## config.mk

```make
export PLATFORM = sky130hd
export DESIGN_NAME = memalu_sched
export DESIGN_NICKNAME = d
export VERILOG_FILES = /design/src/rtl/memalu_sched_pkg.sv /design/src/rtl/memalu_sched_rr_arbiter.sv /design/src/rtl/memalu_sched.sv
export SDC_FILE = /design/constraint.sdc
export NUM_CORES = 1
export LEC_CHECK = 0
export CAP_MARGIN = 10
export CELL_PAD_IN_SITES_DETAIL_PLACEMENT = 0
export CELL_PAD_IN_SITES_GLOBAL_PLACEMENT = 1
export CORE_UTILIZATION = 31
export DETAILED_ROUTE_END_ITERATION = 8
export PLACE_DENSITY = 0.93
export SLEW_MARGIN = 20
export SYNTH_ARGS = -nofsm -noshare
export SYNTH_HDL_FRONTEND = slang
export SYNTH_HIERARCHICAL = 1
export SYNTH_SLANG_ARGS = --single-unit
export TNS_END_PERCENT = 50
```

## constraint.sdc

```tcl
create_clock -name clk -period 8.55 [get_ports clk]
set_clock_uncertainty 0.15 [all_clocks]
set_input_delay 0.855 -clock clk [delete_from_list [all_inputs] [get_ports clk]]
set_output_delay 0.855 -clock clk [all_outputs]
set_load 0.01 [all_outputs]
```

## src/rtl/memalu_sched_pkg.sv

```systemverilog
// Shared types for the MEMALU scheduler and its requesters.
// Holds the MEMALU op/control encodings and the scheduler state enum.
package memalu_sched_pkg;

  typedef enum logic [1:0] {
    MEMALU_OP_ADD    = 2'd0,
    MEMALU_OP_INCR   = 2'd1,
    MEMALU_OP_OFFSET = 2'd2
  } memalu_op_t;

  typedef enum logic [1:0] {
    REG_OP_NONE  = 2'd0,
    REG_OP_READ  = 2'd1,
    REG_OP_WRITE = 2'd2
  } reg_op_t;

  typedef enum logic [1:0] {
    IDLE = 2'd0,
    LOAD = 2'd1,
    EXEC = 2'd2,
    DONE = 2'd3
  } memalu_sched_state_t;

  function automatic logic op_legal(
    input memalu_op_t op
  );
    return op inside {
      MEMALU_OP_ADD,
      MEMALU_OP_INCR,
      MEMALU_OP_OFFSET
    };
  endfunction

endpackage

```

## src/rtl/memalu_sched_rr_arbiter.sv

```systemverilog
// Combinational round-robin arbiter: first request at or above ptr,
// wrapping at N. Reusable for any shared unit.
module rr_arbiter #(
  parameter int N  = 3,
  parameter int IW = (N > 1) ? $clog2(N) : 1
) (
  input  logic [N-1:0]  req,
  input  logic [IW-1:0] ptr,
  output logic [N-1:0]  gnt,
  output logic [IW-1:0] idx,
  output logic          valid
);

  logic [IW:0] j;

  always_comb begin
    gnt   = '0;
    idx   = '0;
    valid = 1'b0;
    j     = '0;
    for (int i = 0; i < N; i++) begin
      j = (IW+1)'(ptr) + (IW+1)'(i);
      if (j >= (IW+1)'(N)) begin
        j = j - (IW+1)'(N);
      end
      if (!valid && req[j[IW-1:0]]) begin
        valid          = 1'b1;
        idx            = j[IW-1:0];
        gnt[j[IW-1:0]] = 1'b1;
      end
    end
  end

endmodule

```

## src/rtl/memalu_sched.sv

```systemverilog
// Time-shares the MEMALU address unit between requesters and runs
// its READ/WRITE handshake, returning the result to the winner.
module memalu_sched
  import memalu_sched_pkg::*;
#(
  parameter int HALF_WIDTH = 8,
  parameter int NUM_REQ    = 3
) (
  input  logic                                   clk,
  input  logic                                   rst_n,
  input  logic [NUM_REQ-1:0]                     req,
  input  logic [NUM_REQ-1:0][2*HALF_WIDTH-1:0]   req_a,
  input  logic [NUM_REQ-1:0][HALF_WIDTH-1:0]     req_b,
  input  memalu_op_t [NUM_REQ-1:0]               req_op,
  output logic [NUM_REQ-1:0]                     gnt,
  output logic [NUM_REQ-1:0]                     rsp_valid,
  output logic                                   rsp_err,
  output logic [2*HALF_WIDTH-1:0]                rsp_data,
  output logic [2*HALF_WIDTH-1:0]                alu_a,
  output logic [HALF_WIDTH-1:0]                  alu_b,
  output memalu_op_t                             alu_mode,
  output reg_op_t                                alu_control,
  input  logic [2*HALF_WIDTH-1:0]                alu_out,
  output logic                                   busy
);

  localparam int W  = 2 * HALF_WIDTH;
  localparam int IW = (NUM_REQ > 1) ? $clog2(NUM_REQ) : 1;

  memalu_sched_state_t state, state_n;

  logic [NUM_REQ-1:0] gnt_q;
  logic [IW-1:0]      idx_q;
  logic [IW-1:0]      rr_ptr;
  logic [W-1:0]       a_q;
  logic [HALF_WIDTH-1:0] b_q;
  memalu_op_t         op_q;
  logic               err_q;
  logic [W-1:0]       data_q;

  logic [NUM_REQ-1:0] arb_gnt;
  logic [IW-1:0]      arb_idx;
  logic               arb_valid;
  logic               sel_legal;
  logic [IW-1:0]      ptr_n;

  rr_arbiter #(
    .N  (NUM_REQ),
    .IW (IW)
  ) u_arb (
    .req   (req),
    .ptr   (rr_ptr),
    .gnt   (arb_gnt),
    .idx   (arb_idx),
    .valid (arb_valid)
  );

  assign sel_legal = op_legal(req_op[arb_idx]);

  assign ptr_n = (idx_q == IW'(NUM_REQ - 1))
               ? '0 : idx_q + 1'b1;

  always_comb begin
    state_n = state;
    unique case (state)
      IDLE: begin
        if (arb_valid) begin
          state_n = sel_legal ? LOAD : DONE;
        end
      end
      LOAD:    state_n = EXEC;
      EXEC:    state_n = DONE;
      DONE:    state_n = IDLE;
      default: state_n = IDLE;
    endcase
  end

  always_ff @(posedge clk or negedge rst_n) begin
    if (!rst_n) begin
      state  <= IDLE;
      gnt_q  <= '0;
      idx_q  <= '0;
      rr_ptr <= '0;
      a_q    <= '0;
      b_q    <= '0;
      op_q   <= MEMALU_OP_ADD;
      err_q  <= 1'b0;
      data_q <= '0;
    end else begin
      state <= state_n;
      unique case (state)
        IDLE: begin
          if (arb_valid) begin
            gnt_q <= arb_gnt;
            idx_q <= arb_idx;
            a_q   <= req_a[arb_idx];
            b_q   <= req_b[arb_idx];
            op_q  <= req_op[arb_idx];
            err_q <= !sel_legal;
            if (!sel_legal) begin
              data_q <= '0;
            end
          end
        end
        EXEC: data_q <= alu_out;
        DONE: begin
          gnt_q  <= '0;
          err_q  <= 1'b0;
          rr_ptr <= ptr_n;
        end
        default: ;
      endcase
    end
  end

  // MEMALU only sees READ in LOAD and WRITE in EXEC
  always_comb begin
    alu_control = REG_OP_NONE;
    unique case (state)
      LOAD:    alu_control = REG_OP_READ;
      EXEC:    alu_control = REG_OP_WRITE;
      default: alu_control = REG_OP_NONE;
    endcase
  end

  assign gnt       = gnt_q;
  assign rsp_valid = (state == DONE) ? gnt_q : '0;
  assign rsp_err   = err_q;
  assign rsp_data  = data_q;
  assign alu_a     = a_q;
  assign alu_b     = b_q;
  assign alu_mode  = op_q;
  assign busy      = (state != IDLE);

endmodule
```

==> flow_summary.yaml <==
status:
  status: "completed"
placed_design:
  dp_hpwl_mm: 6.03
  gp_congestion: 0.900
  post-place-ws_ns: 3.90
  postPlaceCellArea_um2: 4580
  io_buffers: 150
timing:
  fin_tns_setup_ns: 0
  timing.fmax_mhz: 233
  maxSlewViolCount: 0
  grt_setup_unrepaired: "false"
  layout_worst_path_cycle_share_pct: 50.3
  whs_ns: 0.372
  maxSlewHeadroom_pct: 32.7
  setup_viol: 0
  hold_viol_final: 0
  period_minus_slack_ns: 4.30
  setup_slack_ns: 4.25
  tightestPinTransition_ns: 1.01
power_and_ir_drop:
  total_power_mw: 1.65
  switching_share_pct: 43.5
  switchingPower_mw: 0.719
  ir_drop_v: 0.000175
  clkPwrFrac_pct: 9.1
  leakage_nw: 1.87
  seqPwrFrac_pct: 26.7
  p_per_area_nw_per_um2: 354
  p_comb_share_pct: 64.2
  power.internal_mw: 0.935
logic_synthesis:
  yosys.area_share.simple_pct: 13.9
  synth_mux_area_share_pct: 17.3
  synthTopCellsByArea: "dfrtp_1 (43%), mux2i_1 (15%), a21oi_1 (9.7%)"
  syn_area_per_cell_um2: 9.11
  synth_nets: 439
  synth_top_family_by_area: "multiplexers"
  synth-edff-count: 0
  synth_compound_area_share_pct: 14.3
  yosys-top-cells-count: "a21oi_1 (58), nor2_1 (53), dfrtp_1 (52), mux2i_1 (44), nand2_1 (24)"
  post-synth-top-area-cell: "dfrtp_1"
  ys_ff_latch: 52
  yosys_warnings: 6
  synth_ff_type: "dfrtp_1"
  synth.most_common_cell: "a21oi_1"
  synthCells: 330
  synth_top_area_share_pct: 43.3
  synth-xor-area-share_pct: 0
  yosysUniqueCellTypes: 34
  seq_area_frac_synth_pct: 43.3
  synthArstFlopShare_pct: 100
  synthAdderAreaFrac_pct: 4.16
  synth_area_um2: 3010
layout:
  drive_above_1_share_pct: 4.90
  finalInstanceArea_um2: 4670
  antenna_cells: 0
  syn2layout_area_growth_pct: 55.4
  nNetsFinal: 577
drt:
  initialDrtViolationCount: 66
  dr.pass1.iters: 4
  num_vias: 2824
  via_per_inst: 4.72
  route.detailed.drc: 0
  wl_per_cell_um: 13.7
  totalWireLength_mm: 8.18
  ant_nets: 0
hold_path:
  min_path_type: "reg2reg"
  holdPathStages: 1
global_route:
  gr-total-overflow: 0
  grt_max_degree: 56
  grt_pass1_wl_mm: 13.1
  grt_pass1_vias: 2778
  track_usage_pct: 16.4
  antenna_found_initial: 0
floorplan:
  dieArea_um2: 10100
  io_pins: 151
  fp.dieH_um: 100
  initial_core_util_pct: 32.2
  die_w_um: 100
  core_area_um2: 9330
  rows: 35
clock_tree:
  cts_root_buffer: "clkbuf_8"
  cts_buffers: 5
  cts_tree: "done"
  cts_sinks: 52
  post-cts-setup-buffers: 0
  cts_hold_buf: 0
  clock_path_buffers: 2
  cts_resized: 0
  clock_latency_ns: 0.31
  clk_pin_slew_ns: 0.11
  htree_levels: 2
worst_setup_path:
  critPathKind: "in2reg"
  critPathArrivalTime_ns: 4.39
  crit_fanout: 29
  r2r_cells: 10
  crit_path_start_kind: "input port"
  end_kind: "flop"
  worst_ep_required_time_ns: 8.64
run:
  max_cap_viol_count: 0
==> cell usage in the layout, fill, tap and decap left out, types with 2 or more instances in the layout <==
cell,count
a22oi_1,2
and2_1,3
inv_1,23
mux2_2,2
dfrtp_1,52
nor2_1,53
and3_1,2
nand3b_1,5
nor3_1,2
mux2i_1,44
o21ai_0,5
ha_1,10
mux2_1,3
buf_4,2
clkbuf_8,5
nand2_1,24
clkdlybuf4s50_1,149
o21ai_1,5
o21ai_2,2
clkinvlp_4,2
a21oi_1,57
==> layer usage <==
layer	global-route usage [%]	vias up	share of wire, %
li1	-	1381	-
met1	20.2	1297	44
met5	0	-	0
met4	3.57	0	1.0
met2	28.5	134	47
met3	4.72	12	7.8
==> worst paths after layout <==
check / end / slack, ns / from
hold reg to reg: alu_mode[1] / 0.37 / alu_mode[1]
max in group asynchronous: alu_b[5] / 7.31 / rst_n
setup reg to reg: rsp_data[7] / 4.36 / rr_ptr[1]
min in group asynchronous: state[0] / 0.50 / rst_n
setup / recovery: rsp_data[7] / 4.25 / req[0]
hold / removal: alu_mode[1] / 0.37 / alu_mode[1]
==> final cells by class <==
type	count	area (um^2)
clock buffers	5	68.8
fillers	889	4660
well taps	129	161
multi-input cells	234	1520
clock inverters	3	26.3
flip-flops and latches	52	1300
inverters	23	86.3
repair buffers	152	1510
==> through the flow <==
stage,cells,util (%)
global placement,590,49.1
CTS,598,50.1
global route,598,50.1
floorplan,330,-
detailed placement,590,49.1
finish,598,50.1
==> power by group through the flow <==
stage | Clock (mW) | Sequential, mW | Combinational [mW]
3_3_place_gp | 0 | 0.443 | 1.04
5_1_grt | 0.165 | 0.457 | 1.17
3_5_place_dp | 0 | 0.442 | 1.07
4_1_cts | 0.156 | 0.442 | 1.07
2_1_floorplan | 0 | 0.479 | 0.651
6_report | 0.150 | 0.442 | 1.06
==> cell families (layout without fill, tap and decap cells) <==
family          count (synthesis)  in the layout
compound gates                 78             78
mux                            50             50
flops                          52             52
simple gates                   96             96
buf+inv                        44            183
fa+ha+maj                      10             10
==> sequential cells by signal (all words and copies together) (netlist names) <==
name and cells:
rsp_data 16, rsp_err 1, rr_ptr 2, alu_mode 2, gnt 3, alu_b 8
alu_a 16, state 2, idx_q 2
==> critical path, cell delays in order <==
cell and delay (ns):
clkdlybuf4s50_1 0.49, nand2b_1 0.18, a21oi_1 0.14, o21ai_0 0.19, a21oi_4 0.68, and2b_4 0.49, o2bb2ai_2 0.17, a32o_1 0.87
mux2i_1 0.29
No activity file was read; power rests on OpenSTA's default activity.
